### src/rtl/rv_pkg.sv
// Shared definitions for the fetch slice: data width, the NOP encoding and the fetch FSM states.
package rv_pkg;

    localparam int XLEN = 32;
    localparam logic [XLEN-1:0] NOP_INSTR = 32'h0000_0013;

    typedef enum logic [1:0] {
        BOOT,
        RUN,
        FLUSH
    } fetchStateT;

    function automatic logic [XLEN-1:0] alignPc(input logic [XLEN-1:0] pc);
        return pc & ~XLEN'(3);
    endfunction

endpackage

### src/rtl/fetch_fifo.sv
// Small synchronous FIFO with a flush and an occupancy count.
// The head reads as zero while the FIFO is empty.
module fetch_fifo #(
    parameter int WIDTH = 32,
    parameter int DEPTH = 2
) (
    input  logic                   clk,
    input  logic                   rst_n,
    input  logic                   flush,
    input  logic                   push,
    input  logic [WIDTH-1:0]       pushData,
    input  logic                   pop,
    output logic [WIDTH-1:0]       headData,
    output logic [$clog2(DEPTH):0] count
);

    localparam int AW = $clog2(DEPTH);
    localparam logic [AW:0] FullCount = (AW+1)'(DEPTH);

    logic [WIDTH-1:0] mem [DEPTH];
    logic [AW-1:0]    rdPtr;
    logic [AW-1:0]    wrPtr;
    logic             empty;
    logic             full;
    logic             doPush;
    logic             doPop;

    always_comb begin
        empty    = (count == '0);
        full     = (count == FullCount);
        doPush   = push && !full;
        doPop    = pop && !empty;
        headData = empty ? '0 : mem[rdPtr];
    end

    // Flush wins over a same-cycle push or pop.
    always_ff @(posedge clk or negedge rst_n) begin
        if (!rst_n) begin
            rdPtr <= '0;
            wrPtr <= '0;
            count <= '0;
            for (int i = 0; i < DEPTH; i++) begin
                mem[i] <= '0;
            end
        end else if (flush) begin
            rdPtr <= '0;
            wrPtr <= '0;
            count <= '0;
        end else begin
            if (doPush) begin
                mem[wrPtr] <= pushData;
                wrPtr      <= wrPtr + AW'(1);
            end
            if (doPop) begin
                rdPtr <= rdPtr + AW'(1);
            end
            count <= count + (AW+1)'(doPush) - (AW+1)'(doPop);
        end
    end

`ifndef SYNTHESIS
    overflowCheck: assert property (@(posedge clk) disable iff (!rst_n) !(push && full && !flush));
`endif

endmodule

### src/rtl/instr_fetch.sv
// Fetch stage: issues in-order word requests, buffers responses and hands Instr + PC to decode.
// Optional INSTR_FETCH_MISALIGN_EN turns misaligned redirects into a flagged NOP entry.
module instr_fetch
    import rv_pkg::*;
#(
    parameter logic [XLEN-1:0] RESET_PC  = 32'h0000_0000,
    parameter int              BUF_DEPTH = 2
) (
    input  logic            clk,
    input  logic            rst_n,
    output logic            imem_req_valid,
    input  logic            imem_req_ready,
    output logic [XLEN-1:0] imem_addr,
    input  logic            imem_rsp_valid,
    input  logic [XLEN-1:0] imem_rsp_data,
    input  logic            redirect_valid,
    input  logic [XLEN-1:0] redirect_pc,
    output logic            instr_valid,
    input  logic            instr_ready,
    output logic [XLEN-1:0] instr,
    output logic [XLEN-1:0] instr_pc,
`ifdef INSTR_FETCH_MISALIGN_EN
    output logic            instr_misalign,
`endif
    output logic [XLEN-1:0] instr_pc4
);

    localparam int CW = $clog2(BUF_DEPTH) + 1;
    localparam logic [CW:0] DepthLimit = (CW+1)'(BUF_DEPTH);

    fetchStateT        state;
    fetchStateT        nextState;
    logic [XLEN-1:0]   fetchPc;
    logic [XLEN-1:0]   fetchPcNext;
    logic [XLEN-1:0]   targetPc;
    logic [XLEN-1:0]   rspPc;
    logic [CW-1:0]     dropCnt;
    logic [CW-1:0]     dropNext;
    logic [CW-1:0]     pcCount;
    logic [CW-1:0]     instrCount;
    logic [CW:0]       inUse;
    logic              redirectActive;
    logic              accept;
    logic              rspKeep;
    logic              misPush;
    logic              fetchStall;
    logic              instrPush;
    logic              instrPop;
    logic              instrEmpty;
    logic [2*XLEN-1:0] instrPushData;
    logic [2*XLEN-1:0] instrHead;

    // The shadow FIFO count is the number of requests still waiting for a response.
    fetch_fifo #(
        .WIDTH(XLEN),
        .DEPTH(BUF_DEPTH)
    ) pcShadow (
        .clk     (clk),
        .rst_n   (rst_n),
        .flush   (1'b0),
        .push    (accept),
        .pushData(fetchPc),
        .pop     (imem_rsp_valid),
        .headData(rspPc),
        .count   (pcCount)
    );

    fetch_fifo #(
        .WIDTH(2*XLEN),
        .DEPTH(BUF_DEPTH)
    ) instrBuf (
        .clk     (clk),
        .rst_n   (rst_n),
        .flush   (redirectActive),
        .push    (instrPush),
        .pushData(instrPushData),
        .pop     (instrPop),
        .headData(instrHead),
        .count   (instrCount)
    );

`ifdef INSTR_FETCH_MISALIGN_EN
    logic misStall;
    logic misPending;

    always_comb begin
        targetPc   = redirect_pc;
        misPush    = misPending && !redirectActive;
        fetchStall = misStall;
    end

    // A misaligned target parks fetch until the next redirect and queues one flagged NOP.
    always_ff @(posedge clk or negedge rst_n) begin
        if (!rst_n) begin
            misStall   <= 1'b0;
            misPending <= 1'b0;
        end else if (redirectActive) begin
            misStall   <= (redirect_pc[1:0] != 2'b00);
            misPending <= (redirect_pc[1:0] != 2'b00);
        end else if (misPush) begin
            misPending <= 1'b0;
        end
    end

    assign instr_misalign = instr_valid && (instr_pc[1:0] != 2'b00);
`else
    always_comb begin
        targetPc   = alignPc(redirect_pc);
        misPush    = 1'b0;
        fetchStall = 1'b0;
    end
`endif

    always_ff @(posedge clk or negedge rst_n) begin
        if (!rst_n) begin
            state <= BOOT;
        end else begin
            state <= nextState;
        end
    end

    always_comb begin
        nextState = state;
        case (state)
            BOOT:    nextState = RUN;
            RUN:     if (redirectActive && (pcCount - CW'(imem_rsp_valid)) != '0) nextState = FLUSH;
            FLUSH:   if (dropNext == '0) nextState = RUN;
            default: nextState = BOOT;
        endcase
    end

    always_comb begin
        inUse          = {1'b0, pcCount} + {1'b0, instrCount};
        imem_req_valid = (state == RUN) && (inUse < DepthLimit) && !redirect_valid && !fetchStall;
        instr_valid    = !instrEmpty && (state != FLUSH);
    end

    // Redirect discards this cycle's response too, so everything still in flight gets dropped.
    always_comb begin
        redirectActive = redirect_valid && (state != BOOT);
        accept         = imem_req_valid && imem_req_ready;
        rspKeep        = imem_rsp_valid && (dropCnt == '0) && !redirectActive;
        instrPush      = rspKeep || misPush;
        instrPushData  = misPush ? {fetchPc, NOP_INSTR} : {rspPc, imem_rsp_data};
        instrPop       = instr_valid && instr_ready;
        instrEmpty     = (instrCount == '0);

        dropNext = dropCnt;
        if (redirectActive) begin
            dropNext = pcCount - CW'(imem_rsp_valid);
        end else if (imem_rsp_valid && dropCnt != '0) begin
            dropNext = dropCnt - CW'(1);
        end

        fetchPcNext = fetchPc;
        if (redirectActive) begin
            fetchPcNext = targetPc;
        end else if (accept) begin
            fetchPcNext = fetchPc + XLEN'(4);
        end
    end

    always_ff @(posedge clk or negedge rst_n) begin
        if (!rst_n) begin
            fetchPc <= RESET_PC;
            dropCnt <= '0;
        end else begin
            fetchPc <= fetchPcNext;
            dropCnt <= dropNext;
        end
    end

    always_comb begin
        imem_addr = fetchPc;
        instr     = instrHead[XLEN-1:0];
        instr_pc  = instrHead[2*XLEN-1:XLEN];
        instr_pc4 = instrEmpty ? '0 : instrHead[2*XLEN-1:XLEN] + XLEN'(4);
    end

endmodule

### config.mk
export PLATFORM = sky130hd
export DESIGN_NAME = instr_fetch
export DESIGN_NICKNAME = d
export VERILOG_FILES = /design/src/rtl/rv_pkg.sv /design/src/rtl/fetch_fifo.sv /design/src/rtl/instr_fetch.sv
export SDC_FILE = /design/constraint.sdc
export NUM_CORES = 1
export LEC_CHECK = 0
export CORE_ASPECT_RATIO = 2
export CORE_MARGIN = 2
export CORE_UTILIZATION = 50
export DETAILED_ROUTE_END_ITERATION = 12
export DONT_BUFFER_PORTS = 1
export PLACE_DENSITY = 0.69
export RECOVER_POWER = 100
export SYNTH_ARGS = -nofsm -noshare
export SYNTH_HDL_FRONTEND = slang
export SYNTH_SLANG_ARGS = --single-unit
### constraint.sdc
create_clock -name clk -period 10 [get_ports clk]
set_clock_uncertainty 0.15 [all_clocks]
set_input_delay 2 -clock clk [delete_from_list [all_inputs] [get_ports clk]]
set_output_delay 2 -clock clk [all_outputs]
set_load 0.01 [all_outputs]
==> metrics.txt, run 1 <==
Max clock buf depth 3; Yosys reg bits 228; failing checks capacitance limit, slew limit; Post-DP HPWL 17100 um; largest cells by area after synthesis dfrtp_1 (50%), mux2_2 (15%), mux2i_1 (8.1%), mux2_4 (3.9%), nor2_1 (3.8%); area of the multi-input gates 5310 sq um; Crit. End Element output pin; Worst R2R Setup Slack 4560 ps; register area 5710 sq um; Synth Cell Area 11500 sq um; pwr/cell area 307 nW/um^2; ys async rst share 100%; Netlist cell types 53; Layout area overhead 6.18%; Die W 111 um; dominant synthesized flop cell dfrtp_1; outcome finished with violations; diode count 0; Worst EP required between 7000 and 8000 ps; Fin. Hold Viols 0; r2r startpoint state[1]; RSZ-0062 raised after global routing no; Total GRT Usage about a fifth; GP Congestion 0.799; most common cell in the netlist dfrtp_1; Clock power frac 22.3%; EDFF count, synth 0; largest net degree at the start of global routing 229; leakage power 5.54 nW; total of warnings raised by yosys 0; Root Driver clkbuf_16; vias per std cell 5.76; Sequential Power Share 45.5%; Inserted Clock Buffers 21; # setup viols final 0; TNS Setup 0 ps; initial core utilization 50.7%; IO buf count 0; share of cells above drive strength 1 20.7%; Max FO, Critical Path 49; Yosys top cell area share 49.7%; Final Cell Area 12200 sq um; I/O pin total 200; cell count after synthesis 979; Reg-to-Reg End instrBuf.mem[125]; crit share post-route 74.5%; vias in the first global route 7568; die height about 220 um; Comb pwr share 32.2%; r2r worst-path depth 5; largest area contributor in the netlist dfrtp_1; min Tclk post-route roughly 7400 ps; Reg clk slew, reported paths 60 ps; crit path to instr_pc4[31]; Rows 78; Clk Latency, worst-skew pair 500 ps; top post-synthesis cells by count dfrtp_1 (228), mux2_2 (155), nor2_1 (115); HP Class reg2reg; via count approximately 7200; Final nets 1035; die area 24200 sq um; ANT nets after route 0; CP Data Arrival Time 5300 ps; Hold-fix buffers, CTS 0; Setup Crit Path Kind reg2out; dpl cell area 11600 sq um; Post-CTS Resized 0; Total Wirelength 24900 um; Worst VDD drop 0.000223 V; Sw Ratio 35.9%; Setup crit start kind flop; # DRC 0; final global-route overflow total 0; first-pass detailed-route iteration total 4; Mapped Avg Cell Area between 10 and 15 sq um; slew at the pin closest to its max-slew limit 3950 ps; DR iter-0 viols 326; core area about 23000 sq um; maxcap violations 6; Final Max Tran Viols 261; Max Freq 0.134 GHz; first-pass GRT wire length 40300 um; CTS tree done; post-CTS setup buffer count 0; WHS 343 ps; fill count 1997; Seq/Total Area, Yosys 49.7%; internal power between 2 and 2.5 mW; H-tree level count 1; switching power 1.34 mW; relative slew slack -163%; mean routed wirelength per cell ~20 um; TritonCTS Sinks 228; Critical path origin instrBuf.rdPtr; initial antenna violation count 0; Total Power between 3 and 4 mW
-- per-layer routing --
layer | track usage, % | routed length, um | part of all wire [%] | vias up
li1 | - | - | - | 3351
met1 | 24.2 | 9860 | 40 | 3619
met2 | 36.9 | 12900 | 52 | 193
met3 | 3.36 | 1310 | 5.2 | 42
met4 | 8.23 | 857 | 3.4 | 0
met5 | 0 | 0 | 0 | -
-- cell families (layout without fill, tap and decap cells) --
family                     Yosys count  count (layout)  synth area share, %
muxes                              278             278                 27.3
other                                1               2               0.0327
buffers and inverters               72              62                 3.00
DFF                                228             228                 49.7
xor gates and xnor gates            62              62                 4.73
adders and majority gates            9               9                 1.05
AOI/OAI and AO/OA                   53              53                 2.81
and+or+nand+nor                    276             276                 11.4
-- state kept, by name, indices dropped and copies added (netlist names) --
register / cells
pcShadow.count: 2
imem_addr: 30
state: 2
pcShadow.rdPtr: 1
instrBuf.rdPtr: 1
instrBuf.mem: 126
pcShadow.wrPtr: 1
instrBuf.count: 2
pcShadow.mem: 60
instrBuf.wrPtr: 1
dropCnt: 2
-- placed cells by master, fill, tap and decap left out, types with 21 or more instances in the layout --
master       n
dfrtp_1    228
o21ai_0     28
mux2_1      29
xor2_1      40
nand2_1     56
clkbuf_16   21
nand3_1     22
xnor2_1     22
nor2_1     115
mux2_2     155
mux2i_1     93
-- through the flow --
| step | instances | util (%) | setup WS (ps) |
|---|---|---|---|
| after floorplan | 980 | - | 4610 |
| after CTS | 1250 | 54.5 | 3220 |
| after global routing | 1250 | 53.8 | 2250 |
| after global placement | 1213 | 51.4 | 3850 |
| after detailed placement | 1213 | 51.4 | 3790 |
| final | 1250 | 53.8 | 2550 |
-- worst max-delay path: stages (launching register included) --
cell and delay (ps):
dfrtp_1 1500, buf_4 780, mux2i_1 290, a211oi_1 500, nand4_1 570, nor4_1 700, mux2i_1 450
-- worst min path at each step --
stage                          start          endpoint  slack [ps]  cells after the start
floorplan           instrBuf.mem[33]  instrBuf.mem[33]         300                      1
CTS                 instrBuf.mem[33]  instrBuf.mem[33]         350                      1
finish              pcShadow.mem[12]  pcShadow.mem[12]         340                      1
global route        pcShadow.mem[16]  pcShadow.mem[16]         360                      1
detailed placement  instrBuf.mem[33]  instrBuf.mem[33]         330                      1
global placement    instrBuf.mem[33]  instrBuf.mem[33]         320                      1
-- power groups by stage --
stage                     logic [mW]  clock network, mW  registers [mW]
after global placement          1.22                  0            1.71
after floorplan                 1.08                  0            1.58
after CTS                       1.26              0.859            1.72
final                           1.20              0.833            1.70
after global routing            1.34              0.891            1.77
after detailed placement        1.25                  0            1.73
-- final cells by class --
class | instances | area share [%]
clock inverter | 13 | 1.41
timing repair buffer | 11 | 0.493
multi-input combinational | 680 | 43.6
sequential | 228 | 46.8
clock buffer | 24 | 4.41
tap | 280 | 2.88
inverter | 14 | 0.431
(Power assumes the default switching activity.)
==> inputs of run 2 (changes only) <==
--- a/config.mk
+++ b/config.mk
@@ -10,7 +10,7 @@
 export CORE_UTILIZATION = 50
 export DETAILED_ROUTE_END_ITERATION = 12
 export DONT_BUFFER_PORTS = 1
-export PLACE_DENSITY = 0.69
+export PLACE_DENSITY = 0.72
 export RECOVER_POWER = 100
 export SYNTH_ARGS = -nofsm -noshare
 export SYNTH_HDL_FRONTEND = slang
==> constraint.sdc (replaced) <==
create_clock -name clk -period 6.4 [get_ports clk]
set_clock_uncertainty 0.15 [all_clocks]
set_input_delay 1.28 -clock clk [delete_from_list [all_inputs] [get_ports clk]]
set_output_delay 1.28 -clock clk [all_outputs]
set_load 0.01 [all_outputs]
==> run 2 against run 1 <==
The run still ends with capacitance limit, slew limit left. Via count grew 0.92%. Final cell count hardly changed. Worst setup slack worse by 2000 ps. Worst hold slack got worse by 27 ps. Total power grew 58%. First-iteration DRC count increased by 3.1%. Utilization increased by 0.26 points. Sequential power rose by 56%. Non-clock buffer count grew 2.
==> metrics.txt, run 2 (same netlist as run 1, synthesis figures left out) <==
outcome finished with violations; failing checks capacitance limit, slew limit; Root Driver clkbuf_16; vias in the first global route 7685; Setup crit start kind flop; GP Congestion 0.788; # setup viols final 0; leakage power between 5 and 6 nW; Max Freq ~0.17 GHz; I/O pin total 200; die height ~220 um; WHS 316 ps; final global-route overflow total 0; WL met3 1510 um; Total GRT Usage 21.1%; maxcap violations 7; Largest Register instrBuf.mem; internal power 3.81 mW; r2r startpoint instrBuf.count[0]; DR iter-0 viols 336; # DRC 0; Hold-fix buffers, CTS 0; Die W 111 um; Final Max Tran Viols between 200 and 300; Bufs and invs on worst path 0; vias per std cell 5.81; die area 24200 sq um; Total Wirelength 25400 um; via count a little over 7000; Post-DP HPWL about 18000 um; core area approximately 23000 sq um; CTS tree done; Setup Crit Path Kind reg2out; ANT nets after route 0; Comb pwr share 31.7%; relative slew slack -60.0%; RSZ-0062 raised after global routing no; Clock power frac about a quarter; Post-Route Utilization a little over half; TritonCTS Sinks about 230; Reg clk slew, reported paths 70 ps; slew at the pin closest to its max-slew limit 2400 ps; Inserted Clock Buffers 21; Worst VDD drop around 0.00029 V; HP Class in2async; r2r worst-path depth 9; first-pass detailed-route iteration total 5; Worst EP required 4970 ps; Worst R2R Setup Slack 2000 ps; IO buf count 0; first-pass GRT wire length 41500 um; Post-CTS Resized 0; Fin. Hold Viols 0; Final nets 1037; mean routed wirelength per cell 20.3 um; DR WL met2 13300 um; Crit. End Element output pin; Sequential Power Share between 40% and 50%; initial core utilization 50.7%; met1 WL between 9000 and 10000 um; Max stage delay cell, worst path dfrtp_4; Sw Ratio 35.7%; diode count 0; fill count 2015; H-tree level count 1; Rows 78; switching power 2.11 mW; Reg-to-Reg End pcShadow.mem[50]; Layout area overhead 6.70%; commonest non-fill, non-tap cell in the layout dfrtp_1; flip-flop count of the largest register after layout 126; DR top layer met4; most frequent cells in the layout dfrtp_1 (227), mux2_2 (155), nor2_1 (114); CP Data Arrival Time 4450 ps; Clk Latency, worst-skew pair roughly 500 ps; min Tclk post-route slightly below 6000 ps; pwr/cell area between 400 and 500 nW/um^2; share of cells above drive strength 1 about a fifth; crit-path max cell delay 970 ps; initial antenna violation count 0; Max FO, Critical Path 55; crit share post-route about nine tenths; Max clock buf depth 3; post-CTS setup buffer count 0; crit-path cells mux2i_1, nor2_1, ha_1, o21ai_0, a211oi_1, nand3_1, a2111oi_0, xor2_1; TNS Setup 0 ps; critical path's top delay family compound AO/OA/AOI/OAI gates; largest net degree at the start of global routing 229
[run 2: cell type report]
class,count,area [sq um],share of cell area (%)
inverters,14,52.6,0.429
multi-input cells,680,5300,43.3
flip-flops and latches,228,5710,46.6
well taps,280,350,2.86
repair buffers,13,68.8,0.562
clock buffers,28,612,5.00
clock inverters,8,149,1.22
[run 2: per-layer routing]
metal	global-route usage, %	up-vias
li1	-	3363
met1	24.7	3650
met2	38.4	207
met3	3.61	51
met4	8.52	0
met5	0	-
[run 2: power groups by stage]
stage / combinational (mW) / sequential, mW / clock (mW)
detailed placement: 1.96 / 2.71 / 0
global route: 2.09 / 2.76 / 1.48
CTS: 1.97 / 2.68 / 1.42
floorplan: 1.70 / 2.47 / 0
finish: 1.88 / 2.66 / 1.38
global placement: 1.92 / 2.67 / 0
[run 2: worst max path at each step]
| stage | from | end | slack (ps) | cells past startpoint |
|---|---|---|---|---|
| 4_1_cts | instrBuf.rdPtr | instr_pc4[26] | 700 | 8 |
| 3_3_place_gp | instrBuf.rdPtr | instr_pc4[26] | 1300 | 8 |
| 2_1_floorplan | instrBuf.rdPtr | instr_pc4[26] | 1730 | 13 |
| 3_5_place_dp | instrBuf.rdPtr | instr_pc4[26] | 1270 | 8 |
| 5_1_grt | instrBuf.rdPtr | instr_pc4[26] | 190 | 8 |
| 6_report | instrBuf.rdPtr | instr_pc4[26] | 520 | 8 |
[run 2: stage by stage]
stage | setup WS, ps | power [mW] | std cells | cell area (sq um)
5_1_grt | 194 | 6.33 | 1251 | 12200
6_report | 523 | 5.92 | 1251 | 12200
2_1_floorplan | 1730 | 4.16 | 980 | 11500
3_5_place_dp | 1270 | 4.68 | 1215 | 11700
4_1_cts | 696 | 6.08 | 1251 | 12400
3_3_place_gp | 1300 | 4.59 | 1215 | 11700
==> inputs of run 3 (changes only) <==
--- a/config.mk
+++ b/config.mk
@@ -5,11 +5,13 @@
 export SDC_FILE = /design/constraint.sdc
 export NUM_CORES = 1
 export LEC_CHECK = 0
+export ABC_CLOCK_PERIOD_IN_PS = 6400
 export CORE_ASPECT_RATIO = 2
 export CORE_MARGIN = 2
 export CORE_UTILIZATION = 50
 export DETAILED_ROUTE_END_ITERATION = 12
 export DONT_BUFFER_PORTS = 1
+export GPL_TIMING_DRIVEN = 0
 export PLACE_DENSITY = 0.72
 export RECOVER_POWER = 100
 export SYNTH_ARGS = -nofsm -noshare
==> run 3 against run 2 <==
Clock power shrank 7%. Largest power group unchanged. Total power rose by 0.38%. Critical path depth increased by 5. Utilization up 0.69 points. Sequential cell count unchanged. Global-route usage up 1.8 points. Via count increased by 3.9%. First-iteration DRC count is 4.5% higher. The flow still finishes with violations (capacitance limit, slew limit). Final area up 1.3%.
==> metrics.txt, run 3 (same netlist as run 1, synthesis figures left out) <==
first-pass GRT wire length 44500 um; Root Driver clkbuf_16; cell seen most often among critical-path stages buf_2; diode count 0; H-tree level count 1; Max FO, Critical Path 10; min Tclk post-route 6220 ps; Total Wirelength 28300 um; leakage power between 5 and 6 nW; HP Class in2async; vias in the first global route 8168; Final Non-Filler Cells 1296; Final Max Tran Viols 10; Max Freq approximately 0.16 GHz; DR iter-0 viols approximately 350; Largest Register instrBuf.mem; Worst VDD drop between 0.0002 and 0.0003 V; via count approximately 7600; # DRC 0; crit share post-route 97.2%; Final nets 1082; die area 24200 sq um; CTS tree done; pwr/cell area 479 nW/um^2; Worst R2R Setup Slack 2280 ps; RSZ-0062 raised after global routing yes; placed cells ~1300; ANT nets after route 0; final global-route overflow total 0; Max clock buf depth 3; Inserted Clock Buffers 21; share of cells above drive strength 1 between 20% and 30%; most frequent cells in the layout dfrtp_1 (228), mux2_2 (155), nor2_1 (115); initial antenna violation count 0; I/O pin total 200; Crit. End Element output pin; TritonCTS Sinks 228; crit-path cells buf_4, buf_2, buf_2, buf_2, buf_2, mux2i_1, nor2_1, ha_1, o21ai_0, a211oi_2, nand3_2, nor3_1, xor2_1; die height 218 um; Layout area overhead 8.05%; slew at the pin closest to its max-slew limit 1570 ps; outcome finished with violations; TNS Setup 0 ps; relative slew slack -5.83%; flip-flop count of the largest register after layout 126; Bufs and invs on worst path 5; vias per std cell 5.83; mean routed wirelength per cell 21.8 um; fill count between 2000 and 2500; Worst EP required 4970 ps; IO buf count 0; commonest non-fill, non-tap cell in the layout dfrtp_1; Total GRT Usage 23.0%; Post-DP HPWL 21200 um; post-CTS setup buffer count 0; core area 22600 sq um; first-pass detailed-route iteration total 4; Setup Crit Path Kind reg2out; Fin. Hold Viols 0; Reg clk slew, reported paths 70 ps; crit-path max cell delay ~450 ps; initial core utilization between 50% and 60%; failing checks capacitance limit, slew limit; Max stage delay cell, worst path nor3_1; # setup viols final 0; critical path's top delay family buffers and inverters; Rows 78; Clk Latency, worst-skew pair 490 ps; Die W 111 um; maxcap violations 1; CP Data Arrival Time 4790 ps; Setup crit start kind flop; largest net degree at the start of global routing roughly 230; GP Congestion 0.844
run 3: metal layers:
metal	global-route usage, %	part of all wire, %
met2	44.3	56
met4	8.52	2.8
met3	3.13	4.5
met1	25.4	37
met5	0	0
run 3: final timing paths:
path / from / to / cells past startpoint
max in group asynchronous: rst_n / instrBuf.mem[45] / 0
setup reg to reg: instrBuf.count[0] / imem_addr[29] / 9
hold reg to reg: pcShadow.mem[4] / pcShadow.mem[4] / 1
setup / recovery: instrBuf.rdPtr / instr_pc4[24] / 13
min in group clk: pcShadow.mem[4] / pcShadow.mem[4] / 1
hold / removal: rst_n / imem_addr[24] / 0
run 3: per-stage QoR:
stage | hold WS (ps) | power [mW] | setup slack, ps | cell area, sq um | util (%)
3_5_place_dp | 343 | 4.78 | -16.5 | 11800 | 52.3
2_1_floorplan | 303 | 4.16 | 1730 | 11500 | -
3_3_place_gp | 331 | 4.68 | -51.5 | 11800 | 52.2
6_report | 334 | 5.94 | 179 | 12400 | 54.8
5_1_grt | 321 | 6.30 | -6.80 | 12400 | 54.8
4_1_cts | 319 | 6.07 | 1.65 | 12500 | 55.4
run 3: layout make-up:
class / instances / area, sq um / share of cell area (%)
Sequential cell: 228 / 5710 / 46.0
Clock inverter: 8 / 108 / 0.868
Buffer: 58 / 259 / 2.09
Multi-Input combinational cell: 680 / 5330 / 43.0
Inverter: 14 / 52.6 / 0.424
Clock buffer: 28 / 592 / 4.77
Tap cell: 280 / 350 / 2.83
run 3: what timing repair did:
action | CTS | global route
hold buffers | 0 | 0
endpoints found under the setup margin | 10 | 10
pin swaps | 0 | 0
resized for setup | 4 | 3
run 3: report_power, final:
group          leakage, nW  internal, mW  switching (mW)
registers             2.94          2.07           0.557
clock network        0.342         0.735           0.540
logic                 2.35         0.920            1.12
total                 5.64          3.72            2.22
